`src/rtl/mips_16_prog_loader_pkg.sv`:
```
// Shared MIPS-16 definitions: default datapath widths and the program-loader state encoding.
package mips_16_defs;

   localparam int PC_WIDTH_DEF    = 8;
   localparam int INSTR_WIDTH_DEF = 16;

   typedef enum logic [2:0] {
      ST_IDLE    = 3'd0,
      ST_LOAD    = 3'd1,
      ST_RELEASE = 3'd2,
      ST_RUN     = 3'd3,
      ST_DONE    = 3'd4,
      ST_ERR     = 3'd5
   } loader_state_e;

endpackage

```
`src/rtl/mips_16_cycle_timer.sv`:
```
// Down-counting cycle timer shared by the RELEASE and RUN phases of the program loader.
module mips_16_cycle_timer #(
   parameter int WIDTH = 8
) (
   input  logic             clk,
   input  logic             rst,
   input  logic             i_load,
   input  logic [WIDTH-1:0] i_load_val,
   input  logic             i_en,
   output logic             o_expired
);

   localparam logic [WIDTH-1:0] ZERO = {WIDTH{1'b0}};
   localparam logic [WIDTH-1:0] ONE  = {{(WIDTH-1){1'b0}}, 1'b1};

   logic [WIDTH-1:0] r_count;

   // Load has priority; an enabled timer counts down and parks at zero.
   always_ff @(posedge clk or negedge rst) begin
      if (!rst) begin
         r_count <= ZERO;
      end else if (i_load) begin
         r_count <= i_load_val;
      end else if (i_en && (r_count != ZERO)) begin
         r_count <= r_count - ONE;
      end
   end

   // Expiry marks the last cycle of the loaded interval, so a phase lasts exactly the load value.
   assign o_expired = i_en && (r_count == ONE);

endmodule

```
`src/rtl/mips_16_prog_loader.sv`:
```
// Streams a program into the IF-stage instruction memory, then releases the core for a fixed run window.
module mips_16_prog_loader
   import mips_16_defs::*;
#(
   parameter int PC_WIDTH    = PC_WIDTH_DEF,
   parameter int INSTR_WIDTH = INSTR_WIDTH_DEF,
   parameter int RST_CYCLES  = 1,
   parameter int RUN_CYCLES  = 200
) (
   input  logic                   clk,
   input  logic                   rst,
   input  logic                   start,
   input  logic                   abort,
   input  logic                   in_valid,
   input  logic [INSTR_WIDTH-1:0] in_data,
   input  logic                   in_last,
   output logic                   in_ready,
   output logic                   imem_we,
   output logic [PC_WIDTH-1:0]    imem_addr,
   output logic [INSTR_WIDTH-1:0] imem_wdata,
   output logic                   core_rst,
   output logic [PC_WIDTH:0]      word_count,
   output logic                   load_done,
   output logic                   run_done,
   output logic                   error
);

   localparam int MAX_CYC = (RUN_CYCLES > RST_CYCLES) ? RUN_CYCLES : RST_CYCLES;
   localparam int TMR_W   = $clog2(MAX_CYC + 1) + 1;

   localparam logic [TMR_W-1:0]  RST_LOAD  = TMR_W'(RST_CYCLES);
   localparam logic [TMR_W-1:0]  RUN_LOAD  = TMR_W'(RUN_CYCLES);
   localparam logic [PC_WIDTH:0] LAST_ADDR = {1'b0, {PC_WIDTH{1'b1}}};
   localparam logic [PC_WIDTH:0] WC_ONE    = {{PC_WIDTH{1'b0}}, 1'b1};

   loader_state_e            r_state;
   logic                     r_in_ready;
   logic                     r_imem_we;
   logic [PC_WIDTH-1:0]      r_imem_addr;
   logic [INSTR_WIDTH-1:0]   r_imem_wdata;
   logic                     r_core_rst;
   logic [PC_WIDTH:0]        r_word_count;
   logic                     r_load_done;
   logic                     r_run_done;
   logic                     r_error;

   logic                     w_accept;
   logic                     w_tmr_load;
   logic [TMR_W-1:0]         w_tmr_val;
   logic                     w_tmr_en;
   logic                     w_tmr_expired;

   assign w_accept = in_valid && r_in_ready && (r_state == ST_LOAD);
   assign w_tmr_en = (r_state == ST_RELEASE) || (r_state == ST_RUN);

   // The timer is armed with the reset hold on the last accept and re-armed with the run window on leaving RELEASE.
   always_comb begin
      w_tmr_load = 1'b0;
      w_tmr_val  = RST_LOAD;
      if (r_state == ST_LOAD) begin
         w_tmr_load = w_accept && in_last;
         w_tmr_val  = RST_LOAD;
      end else if (r_state == ST_RELEASE) begin
         w_tmr_load = w_tmr_expired;
         w_tmr_val  = RUN_LOAD;
      end else begin
         w_tmr_load = 1'b0;
         w_tmr_val  = RST_LOAD;
      end
   end

   mips_16_cycle_timer #(
      .WIDTH (TMR_W)
   ) u_timer (
      .clk        (clk),
      .rst        (rst),
      .i_load     (w_tmr_load),
      .i_load_val (w_tmr_val),
      .i_en       (w_tmr_en),
      .o_expired  (w_tmr_expired)
   );

   // Loader FSM with all outputs registered; abort overrides everything and keeps the sticky flags.
   always_ff @(posedge clk or negedge rst) begin
      if (!rst) begin
         r_state      <= ST_IDLE;
         r_in_ready   <= 1'b0;
         r_imem_we    <= 1'b0;
         r_imem_addr  <= {PC_WIDTH{1'b0}};
         r_imem_wdata <= {INSTR_WIDTH{1'b0}};
         r_core_rst   <= 1'b1;
         r_word_count <= {(PC_WIDTH+1){1'b0}};
         r_load_done  <= 1'b0;
         r_run_done   <= 1'b0;
         r_error      <= 1'b0;
      end else begin
         r_imem_we <= 1'b0;
         if (abort) begin
            r_state    <= ST_IDLE;
            r_in_ready <= 1'b0;
            r_core_rst <= 1'b1;
         end else begin
            case (r_state)
               ST_IDLE, ST_DONE, ST_ERR: begin
                  if (start) begin
                     r_state      <= ST_LOAD;
                     r_in_ready   <= 1'b1;
                     r_core_rst   <= 1'b1;
                     r_word_count <= {(PC_WIDTH+1){1'b0}};
                     r_load_done  <= 1'b0;
                     r_run_done   <= 1'b0;
                     r_error      <= 1'b0;
                  end
               end
               ST_LOAD: begin
                  if (w_accept) begin
                     r_imem_we    <= 1'b1;
                     r_imem_addr  <= r_word_count[PC_WIDTH-1:0];
                     r_imem_wdata <= in_data;
                     r_word_count <= r_word_count + WC_ONE;
                     // in_last on the top address is a complete program, not an overflow.
                     if (in_last) begin
                        r_state     <= ST_RELEASE;
                        r_in_ready  <= 1'b0;
                        r_load_done <= 1'b1;
                     end else if (r_word_count == LAST_ADDR) begin
                        r_state    <= ST_ERR;
                        r_in_ready <= 1'b0;
                        r_error    <= 1'b1;
                     end
                  end
               end
               ST_RELEASE: begin
                  if (w_tmr_expired) begin
                     r_state    <= ST_RUN;
                     r_core_rst <= 1'b0;
                  end
               end
               ST_RUN: begin
                  if (w_tmr_expired) begin
                     r_state    <= ST_DONE;
                     r_core_rst <= 1'b1;
                     r_run_done <= 1'b1;
                  end
               end
               default: begin
                  r_state    <= ST_IDLE;
                  r_in_ready <= 1'b0;
                  r_core_rst <= 1'b1;
               end
            endcase
         end
      end
   end

   assign in_ready   = r_in_ready;
   assign imem_we    = r_imem_we;
   assign imem_addr  = r_imem_addr;
   assign imem_wdata = r_imem_wdata;
   assign core_rst   = r_core_rst;
   assign word_count = r_word_count;
   assign load_done  = r_load_done;
   assign run_done   = r_run_done;
   assign error      = r_error;

endmodule
```
`config.mk`:
```
export PLATFORM = sky130hd
export DESIGN_NAME = mips_16_prog_loader
export DESIGN_NICKNAME = d
export VERILOG_FILES = /design/src/rtl/mips_16_prog_loader_pkg.sv /design/src/rtl/mips_16_cycle_timer.sv /design/src/rtl/mips_16_prog_loader.sv
export SDC_FILE = /design/constraint.sdc
export NUM_CORES = 1
export LEC_CHECK = 0
export ABC_AREA = 0
export BUFFER_PORTS_ARGS = -buffer_cell sky130_fd_sc_hd__buf_2
export CORE_MARGIN = 4
export CORE_UTILIZATION = 25
export CTS_BUF_LIST = sky130_fd_sc_hd__clkbuf_2
export DETAILED_ROUTE_END_ITERATION = 6
export PLACE_DENSITY = 0.53
export SYNTH_ARGS = -nofsm -noshare
export SYNTH_HDL_FRONTEND = slang
export SYNTH_SLANG_ARGS = --single-unit
export TNS_END_PERCENT = 10
```
`constraint.sdc`:
```
create_clock -name clk -period 2.38 [get_ports clk]
set_clock_uncertainty 0.2 [all_clocks]
set_input_delay 0.119 -clock clk [delete_from_list [all_inputs] [get_ports clk]]
set_output_delay 0.119 -clock clk [all_outputs]
set_load 0.02 [all_outputs]
```
Word level (Yosys, flattened, before mapping). Index checks and enable logic that the tools add are counted.

Memories: 0. ROM bits: 0. Output and inout port bits: 39. RAM bits: 0. Input bits: 22. Register bits after elaboration: 51. Latch bits: 0. Logic and storage cells: 94.

Eq/ne operators: 20. Reduce and logical (&&, ||, !) cells: 21. Muxes and demuxes: 39. Shift-type cells: 0. Bitwise operators: 1. Order comparisons: 0. Add/subtract/negate cells: 2. Div/mod/pow operators: 0. Multiply operators: 0.

Operator list (number): 2-to-1 mux 9 bit (4); 2-to-1 mux 3 bit (7); 2-to-1 mux 1 bit (19); case mux 9 bit (2 select lines) (1); 2-to-1 mux 8 bit (2); AND reduction 4 bit (4); != test 2 bit (second input constant) (6); != test 3 bit (second input constant) (4); case mux 3 bit (4 select lines) (1); AND reduction 5 bit (2); adder 9 x 1 -> 9 bit (second input constant) (1); == test 9 x 1 -> 1 bit (second input constant) (1); == test 9 x 8 -> 1 bit (second input constant) (1); nonzero test 9 bit (1); subtractor 9 x 1 -> 9 bit (second input constant) (1); == test 3 x 2 -> 1 bit (second input constant) (2); == test 3 bit (second input constant) (2); case mux 1 bit (2 select lines) (3); AND reduction 6 bit (1); nonzero test 2 bit (3); logical AND 1 bit (5); != test 2 x 1 -> 1 bit (second input constant) (2); != test 4 x 3 -> 1 bit (second input constant) (1); case mux 1 bit (4 select lines) (1); 8 further kinds (8).

Longest topological paths before layout. Gate-level depths: netlist of run 1.

Depth after elaboration: 6. Gate-level depth with buffers: 8. Depth with buffers taken out: 8.

Cells and area by module. Synthesis of run 1 repeated with hierarchy kept, for this count alone.

Cell total of the unflattened synthesis: 221. Area, all modules: 2489.9 sq um.

By module, submodules not included: mips_16_prog_loader (cells each 158, seq. area each 1052.3 sq um, instances 1, area an instance 1871.8 sq um); mips_16_cycle_timer (cells each 63, seq. area each 225.2 sq um, instances 1, area an instance 618.1 sq um).

Worst setup path before layout of run 1. OpenSTA, ideal clock, no wires.

Path type: register to register. From: register r_word_count[0] (netlist: word_count[0]). To: register r_state[0]. Path slack: 0.156 ns. Data required time: 2.054 ns. Setup time: 0.126 ns. Path buffers: 0. Cell stages (with the launch flop): 9. Period minus slack after synthesis: 2.224 ns. Arrival time: 1.898 ns. Cell sequence: dfrtp_1 -> ha_1 -> nand3_1 -> nor2_1 -> ha_1 -> or2_2 -> a221oi_2 -> o21ai_0 -> o311a_1.

Longest elaborated chain between the ends: 3.

Ends and longest elaborated chain: start: declaration (RTL line mips_16_prog_loader.sv:42) `logic [PC_WIDTH:0] r_word_count;`; start signal: assignment (RTL line mips_16_prog_loader.sv:92) `r_word_count <= {(PC_WIDTH+1){1'b0}};`; start signal: assignment (RTL line mips_16_prog_loader.sv:109) `r_word_count <= {(PC_WIDTH+1){1'b0}};`; start signal: assignment (RTL line mips_16_prog_loader.sv:120) `r_word_count <= r_word_count + WC_ONE;`; == test 9 x 8 -> 1 bit (RTL line mips_16_prog_loader.sv:126) `end else if (r_word_count == LAST_ADDR) begin`; != test 4 x 3 -> 1 bit (no source line); AND reduction 5 bit (no source line); end signal: assignment (RTL line mips_16_prog_loader.sv:123) `r_state <= ST_RELEASE;`; end signal: assignment (RTL line mips_16_prog_loader.sv:127) `r_state <= ST_ERR;`; end signal: assignment (RTL line mips_16_prog_loader.sv:135) `r_state <= ST_RUN;`; end: declaration (RTL line mips_16_prog_loader.sv:36) `loader_state_e r_state;`.

Every way passes these cells. A chain may end at the register's enable or synchronous reset.

Worst setup path in the final report of run 1.
From: register r_word_count[1] (netlist: word_count[1]). To: register r_state[0].

Same word-level chain as after synthesis.

==> results of run 1 <==
-- layer usage --
| layer | vias to the layer above | wire [um] |
|---|---|---|
| met5 | - | 0 |
| met4 | 0 | 104 |
| met3 | 7 | 351 |
| met2 | 57 | 2970 |
| met1 | 1021 | 3000 |
| li1 | 1063 | - |
-- flip-flops by register name (all words and copies together), names as in the netlist --
register         flops
load_done            1
word_count           9
imem_addr            8
r_state              3
in_ready             1
imem_wdata          16
error                1
imem_we              1
core_rst             1
run_done             1
u_timer.r_count      9
-- cell usage after synthesis (2+ instances only) --
| master | n | area share (%) |
|---|---|---|
| nor2_1 | 12 | 1.8 |
| a21o_1 | 2 | 0.61 |
| ha_1 | 5 | 2.5 |
| or4_1 | 4 | 1.2 |
| or3_1 | 3 | 0.76 |
| nand2b_1 | 4 | 1.0 |
| nand3_1 | 2 | 0.41 |
| xnor2_1 | 5 | 1.8 |
| nor2b_1 | 3 | 0.76 |
| a31oi_1 | 2 | 0.51 |
| nor4b_2 | 2 | 1.2 |
| a22o_1 | 2 | 0.71 |
| nand2_1 | 78 | 12 |
| o21ai_0 | 6 | 1.2 |
| o211ai_1 | 2 | 0.61 |
| clkbuf_1 | 4 | 0.61 |
| dfrtp_1 | 50 | 51 |
| nor3_1 | 3 | 0.61 |
| o31ai_1 | 2 | 0.61 |
| and3_1 | 2 | 0.51 |
| nand4_1 | 4 | 1.0 |
| inv_1 | 7 | 1.1 |
| a21oi_2 | 2 | 0.71 |
| a21oi_1 | 13 | 2.6 |
| buf_2 | 5 | 1.0 |
-- worst max-delay path: cells and delay by family (launching register included) --
family                   cells  cell delay (ns)
AO/OA/AOI/OAI                3             0.60
adder cells (fa/ha/maj)      2             0.44
flip-flops                   1             0.49
AND/OR/NAND/NOR              3             0.42
-- repair_timing --
action / CTS / global route
hold endpoints to repair: 78 / 0
resized for setup: 0 / 1
setup endpoints to repair: 0 / 2
setup buffers: 0 / 0
hold buffers: 23 / 0
-- worst paths after layout --
check                                           from                        endpoint  slack (ns)  cells after the start
max                        word_count[1]$_DFFE_PN0P_          r_state[0]$_DFFE_PN0P_        0.15                      8
min                                       in_data[2]       imem_wdata[2]$_DFFE_PN0P_        0.20                      4
max reg2reg                word_count[1]$_DFFE_PN0P_          r_state[0]$_DFFE_PN0P_        0.15                      8
min reg2reg                 imem_addr[3]$_DFFE_PN0P_        imem_addr[3]$_DFFE_PN0P_        0.30                      2
max in group asynchronous                        rst  u_timer.r_count[7]$_DFFE_PN0P_        0.27                      4
min in group asynchronous                        rst            run_done$_DFFE_PN0P_        0.41                      3
-- through the flow --
step | worst slack [ns] | cell area [um^2]
final | 0.153 | 3250
after global routing | 0.0122 | 3250
after CTS | 0.0973 | 3240
after detailed placement | 0.154 | 2950
after global placement | 0.196 | 2950
after floorplan | 0.156 | 2470
-- logic make-up after synthesis --
group                      count (synthesis)  share of synthesized area, %
and+or+nand+nor                          131                          26.7
adders and majority gates                  5                          2.53
AOI/OAI and AO/OA                         46                          13.0
muxes                                      1                         0.405
xor gates and xnor gates                   5                          1.77
DFF                                       51                          51.7
buffers and inverters                     19                          3.90
-- power groups by stage --
stage | clock network (mW) | logic [mW] | registers, mW
4_1_cts | 0.476 | 0.968 | 1.29
3_3_place_gp | 0 | 0.925 | 1.29
2_1_floorplan | 0 | 0.476 | 1.44
3_5_place_dp | 0 | 0.939 | 1.30
6_report | 0.453 | 0.967 | 1.29
5_1_grt | 0.496 | 1.08 | 1.32
-- area by class of cell --
| class | instances | area [um^2] | share of cell area [%] |
|---|---|---|---|
| multi-input cells | 188 | 1110 | 34.1 |
| repair buffers | 92 | 611 | 18.8 |
| well taps | 133 | 166 | 5.12 |
| clock inverters | 1 | 30.0 | 0.923 |
| clock buffers | 6 | 30.0 | 0.923 |
| inverters | 8 | 30.0 | 0.923 |
| flip-flops and latches | 51 | 1280 | 39.3 |
==> qor.csv, run 1 <==
metric;value;unit
Startpoint Class;register;
Initial Util;25.5;%
PortBufs;60;
ys flop type;dfrtp_1;
status;finished clean;
CTS Buf Count;5;
Internal;1.66;mW
DR vias/cell;4.48;
Detail Placement HPWL;4440;um
area of the core;0.00968;mm^2
slowest cell on the critical path;dfrtp_1;
synthesized flop and latch total;51;
DRC;0;
most common cell after layout, fill and taps aside;nand2_1;
Util after Layout;33.6;%
Worst Max-Slew Pin Slew;0.615;ns
fin cells;479;
max-slew violation count;0;
Hold Crit Class;primary input to register;
synth unique cells;59;
sequential power share;47.6;%
Setup TNS;0;ns
number of synthesized flops with an enable pin;0;
Cell Rows;36;
syn_nets;285;
crit path max fanout;5;
layout cells sized above 1;26.0;%
commonest non-fill, non-tap cells in the layout;nand2_1, buf_2, dfrtp_1, dlygate4sd3_1, a21oi_1;
Clock power frac;16.7;%
cell count after synthesis;258;
Final Critical Period;2.23;ns
RSZ-0062 raised after global routing;false;
cell mode on critical path;ha_1;
met3 GRT Util;2.94;%
CTS Buffer Depth;2;
Total GRT Usage;11.6;%
WL/cell;13.4;um
GR Util met2;18.0;%
mean post-synth cell area;9.57;um^2
Logic pwr share;35.7;%
# IOs;61;
Ys Warns;0;
Hold Violations, Final;0;
die area;0.0115;mm^2
Pre-antenna DRT Iters;4;
Power Total;2.71;mW
M1 GR Usage;16.0;%
global-route wire length before repair;10900;um
CP Data Arrival Time;2.37;ns
max incr delay on CP;0.49;ns
grt total ovfl;0;
CP endpoint kind;register;
Cell Chain, Critical Path;ha_1 > nand3_1 > nor2_1 > ha_1 > or2_2 > a221oi_4 > o21ai_0 > o311a_1;
Final Setup Violations;0;
Pwr Density;833;mW/mm^2
FMAX;449;MHz
Area Growth Syn to Fin;31.7;%
CTS tree;yes;
kind of critical path;register to register;
filler instances;1011;
initial antenna violation count;0;
clock latency on the worst-skew pair;0.42;ns
largest net degree at the start of global routing;30;
drt total wl;6420;um
vias in the first global route;2141;
Max-Cap Viols;0;
ANT cells;0;
asr flop ratio synth;100;%
relative slew slack;58.9;%
busiest metal layer after global routing;met2;
Hold Slack;0.197;ns
register clock-pin slew on the reported worst setup and hold paths;0.25;ns
GPL Wtd Cong;0.751;
switching share of power;38.8;%
CTS H-tree lvls;2;
Leakage;1.62;nW
Final ANT Viol Nets;0;
clk sinks;51;
via count;2148;
# nets final;373;
CP Data Required Time;2.52;ns
sequential area share after synthesis;51.7;%
Placed Instances;449;
Die Y-Extent;107;um
DRT iter0 DRCs;162;
Chip Width;107;um
Psw;1.05;mW
root buf cell;clkbuf_2;
Max IR drop VDD;0.451;mV
fin crit share;93.6;%
Mapped Area;0.00247;mm^2
Note: power is estimated with default switching activity, not from simulation.
==> run 2, diff against run 1 <==
CORE_MARGIN = 2   (was 4)
SKIP_LAST_GASP = 1   (was unset)
==> qor.csv, run 2 (synthesis gave the netlist of run 1 again) <==
metric;value;unit;change
status;finished clean;;
CTS tree;yes;;
CP Data Arrival Time;2.45;ns;+0.08 ns
largest net degree at the start of global routing;52;;+73%
CP endpoint kind;register;;
max-slew violation count;0;;unchanged
Leakage;1.63;nW;+0.56%
Die Y-Extent;103;um;-3.7%
Final Setup Violations;0;;unchanged
CTS Buffer Depth;2;;unchanged
FMAX;446;MHz;-0.65%
layout cells sized above 1;28.2;%;+2.2 points
Worst Max-Slew Pin Slew;0.664;ns;+0.0489 ns
DR vias/cell;4.42;;-1.4%
filler instances;994;;-1.7%
Cell Rows;36;;unchanged
Cell Area, Placed;0.00296;mm^2;+0.25%
Initial Util;25.5;%;unchanged
drt total wl;5970;um;-7.1%
via count;2141;;-0.33%
relative slew slack;55.8;%;-3.2 points
Area Growth Syn to Fin;32.6;%;
number of flip-flops in the largest register;16;;unchanged
CTS H-tree lvls;2;;unchanged
# nets final;377;;+1.1%
fin cells;484;;+1.0%
Max-Cap Viols;0;;unchanged
kind of critical path;register to register;;
Cell Chain, Critical Path;and3_1 > nand2_1 > nor2_2 > ha_1 > or2_2 > a221oi_4 > buf_4 > o211ai_1 > nand2b_1;;
PortBufs;60;;unchanged
fin crit share;94.2;%;+0.61 points
area of the core;0.00968;mm^2;unchanged
CP bufs+invs;1;;+1
max incr delay on CP;0.49;ns;about the same
Pre-antenna DRT Iters;4;;unchanged
register clock-pin slew on the reported worst setup and hold paths;0.35;ns;+0.10 ns
Placed Instances;450;;+0.22%
grt total ovfl;0;;unchanged
largest delay contributor family on the critical path;simple AND/OR/NAND/NOR gates;;
root buf cell;clkbuf_2;;
Total GRT Usage;12.0;%;+0.41 points
clk sinks;51;;unchanged
slowest cell on the critical path;dfrtp_1;;
WL/cell;12.3;um;-8.0%
Hold Violations, Final;0;;unchanged
initial antenna violation count;0;;unchanged
crit path max fanout;5;;unchanged
Max IR drop VDD;0.448;mV;-0.84%
Worst R2R Setup Slack;0.14;ns;about the same
DRC;0;;unchanged
commonest non-fill, non-tap cells in the layout;nand2_1, buf_2, dfrtp_1, dlygate4sd3_1, buf_4;;
Hold Slack;0.00414;ns;-0.193 ns
Startpoint Class;register;;
Final Critical Period;2.24;ns;+0.0145 ns
Hold Crit Class;primary input to asynchronous set/reset pin;;
Detail Placement HPWL;4130;um;-6.9%
die area;0.0107;mm^2;-7.3%
global-route wire length before repair;10100;um;-7.2%
Final ANT Viol Nets;0;;unchanged
Design Area, Final;0.00327;mm^2;+0.69%
most common cell after layout, fill and taps aside;nand2_1;;
vias in the first global route;2119;;-1.0%
ANT cells;0;;unchanged
RSZ-0062 raised after global routing;true;;
Power Total;2.65;mW;-2.2%
Pwr Density;809;mW/mm^2;-2.9%
# IOs;61;;unchanged
Chip Width;103;um;-3.7%
clock latency on the worst-skew pair;0.50;ns;+0.08 ns
register area;0.00128;mm^2;unchanged
CP Data Required Time;2.58;ns;+0.06 ns
CTS Buf Count;5;;unchanged
DRT iter0 DRCs;139;;-14%
GPL Wtd Cong;0.762;;+1.5%
footprint of the multi-input gates;0.00111;mm^2;+0.45%
run 2: cell count changes in the layout (fill, tap and decap cells not counted), sizes merged:
cell         delta
clkinv          +1
inv             +1
dlygate4sd3     -2
bufinv          -1
clkinvlp        +1
buf             +6
clkbuf          -1
run 2: final timing paths:
check / start / to / cells after the start
worst max-delay path: word_count[4]$_DFFE_PN0P_ / in_ready$_DFFE_PN0P_ / 9
worst min-delay path: rst / imem_addr[5]$_DFFE_PN0P_ / 3
worst max register to register: word_count[4]$_DFFE_PN0P_ / in_ready$_DFFE_PN0P_ / 9
worst min register to register: imem_wdata[13]$_DFFE_PN0P_ / imem_wdata[13]$_DFFE_PN0P_ / 2
max in group asynchronous: rst / error$_DFFE_PN0P_ / 3
min in group clk: in_data[12] / imem_wdata[12]$_DFFE_PN0P_ / 4
run 2: layout make-up:
type,count,area share [%]
Clock buffer,5,0.764
Clock inverter,3,0.841
Inverter,8,0.917
Multi-Input combinational cell,188,34.0
Sequential cell,51,39.0
Tap cell,133,5.08
Timing Repair Buffer,96,19.4
run 2: layer usage:
layer,routed length (um),part of all wire [%],vias to the layer above,track usage (%)
li1,-,-,1069,-
met1,2760,46,1018,15.3
met2,2760,46,48,20.0
met3,358,6.0,6,3.02
met4,85,1.4,0,3.64
met5,0,0,-,0
run 2: what timing repair did:
item,in CTS,in global routing
buffers inserted,0,5
hold endpoints to repair,86,0
resized for setup,0,4
hold buffers,21,0
setup endpoints to repair,0,4
run 2: per-stage QoR:
stage               util, %  setup slack, ns  setup TNS, ns
floorplan                 -            0.156              0
global placement       30.5            0.188              0
detailed placement     30.5            0.145              0
CTS                    33.3           0.0216              0
global route           33.8          -0.0177        -0.0270
finish                 33.8            0.139              0
run 2: tightest hold or removal path: stages:
cell and delay [ns]:
dlygate4sd3_1 0.52, buf_2 0.09, buf_4 0.52
run 2: where the power goes:
group	total (mW)	internal, mW	leakage [nW]	switching, mW
clock	0.409	0.0820	0.0311	0.327
sequential	1.28	1.08	0.677	0.199
combinational	0.959	0.406	0.924	0.553
total	2.65	1.57	1.63	1.08
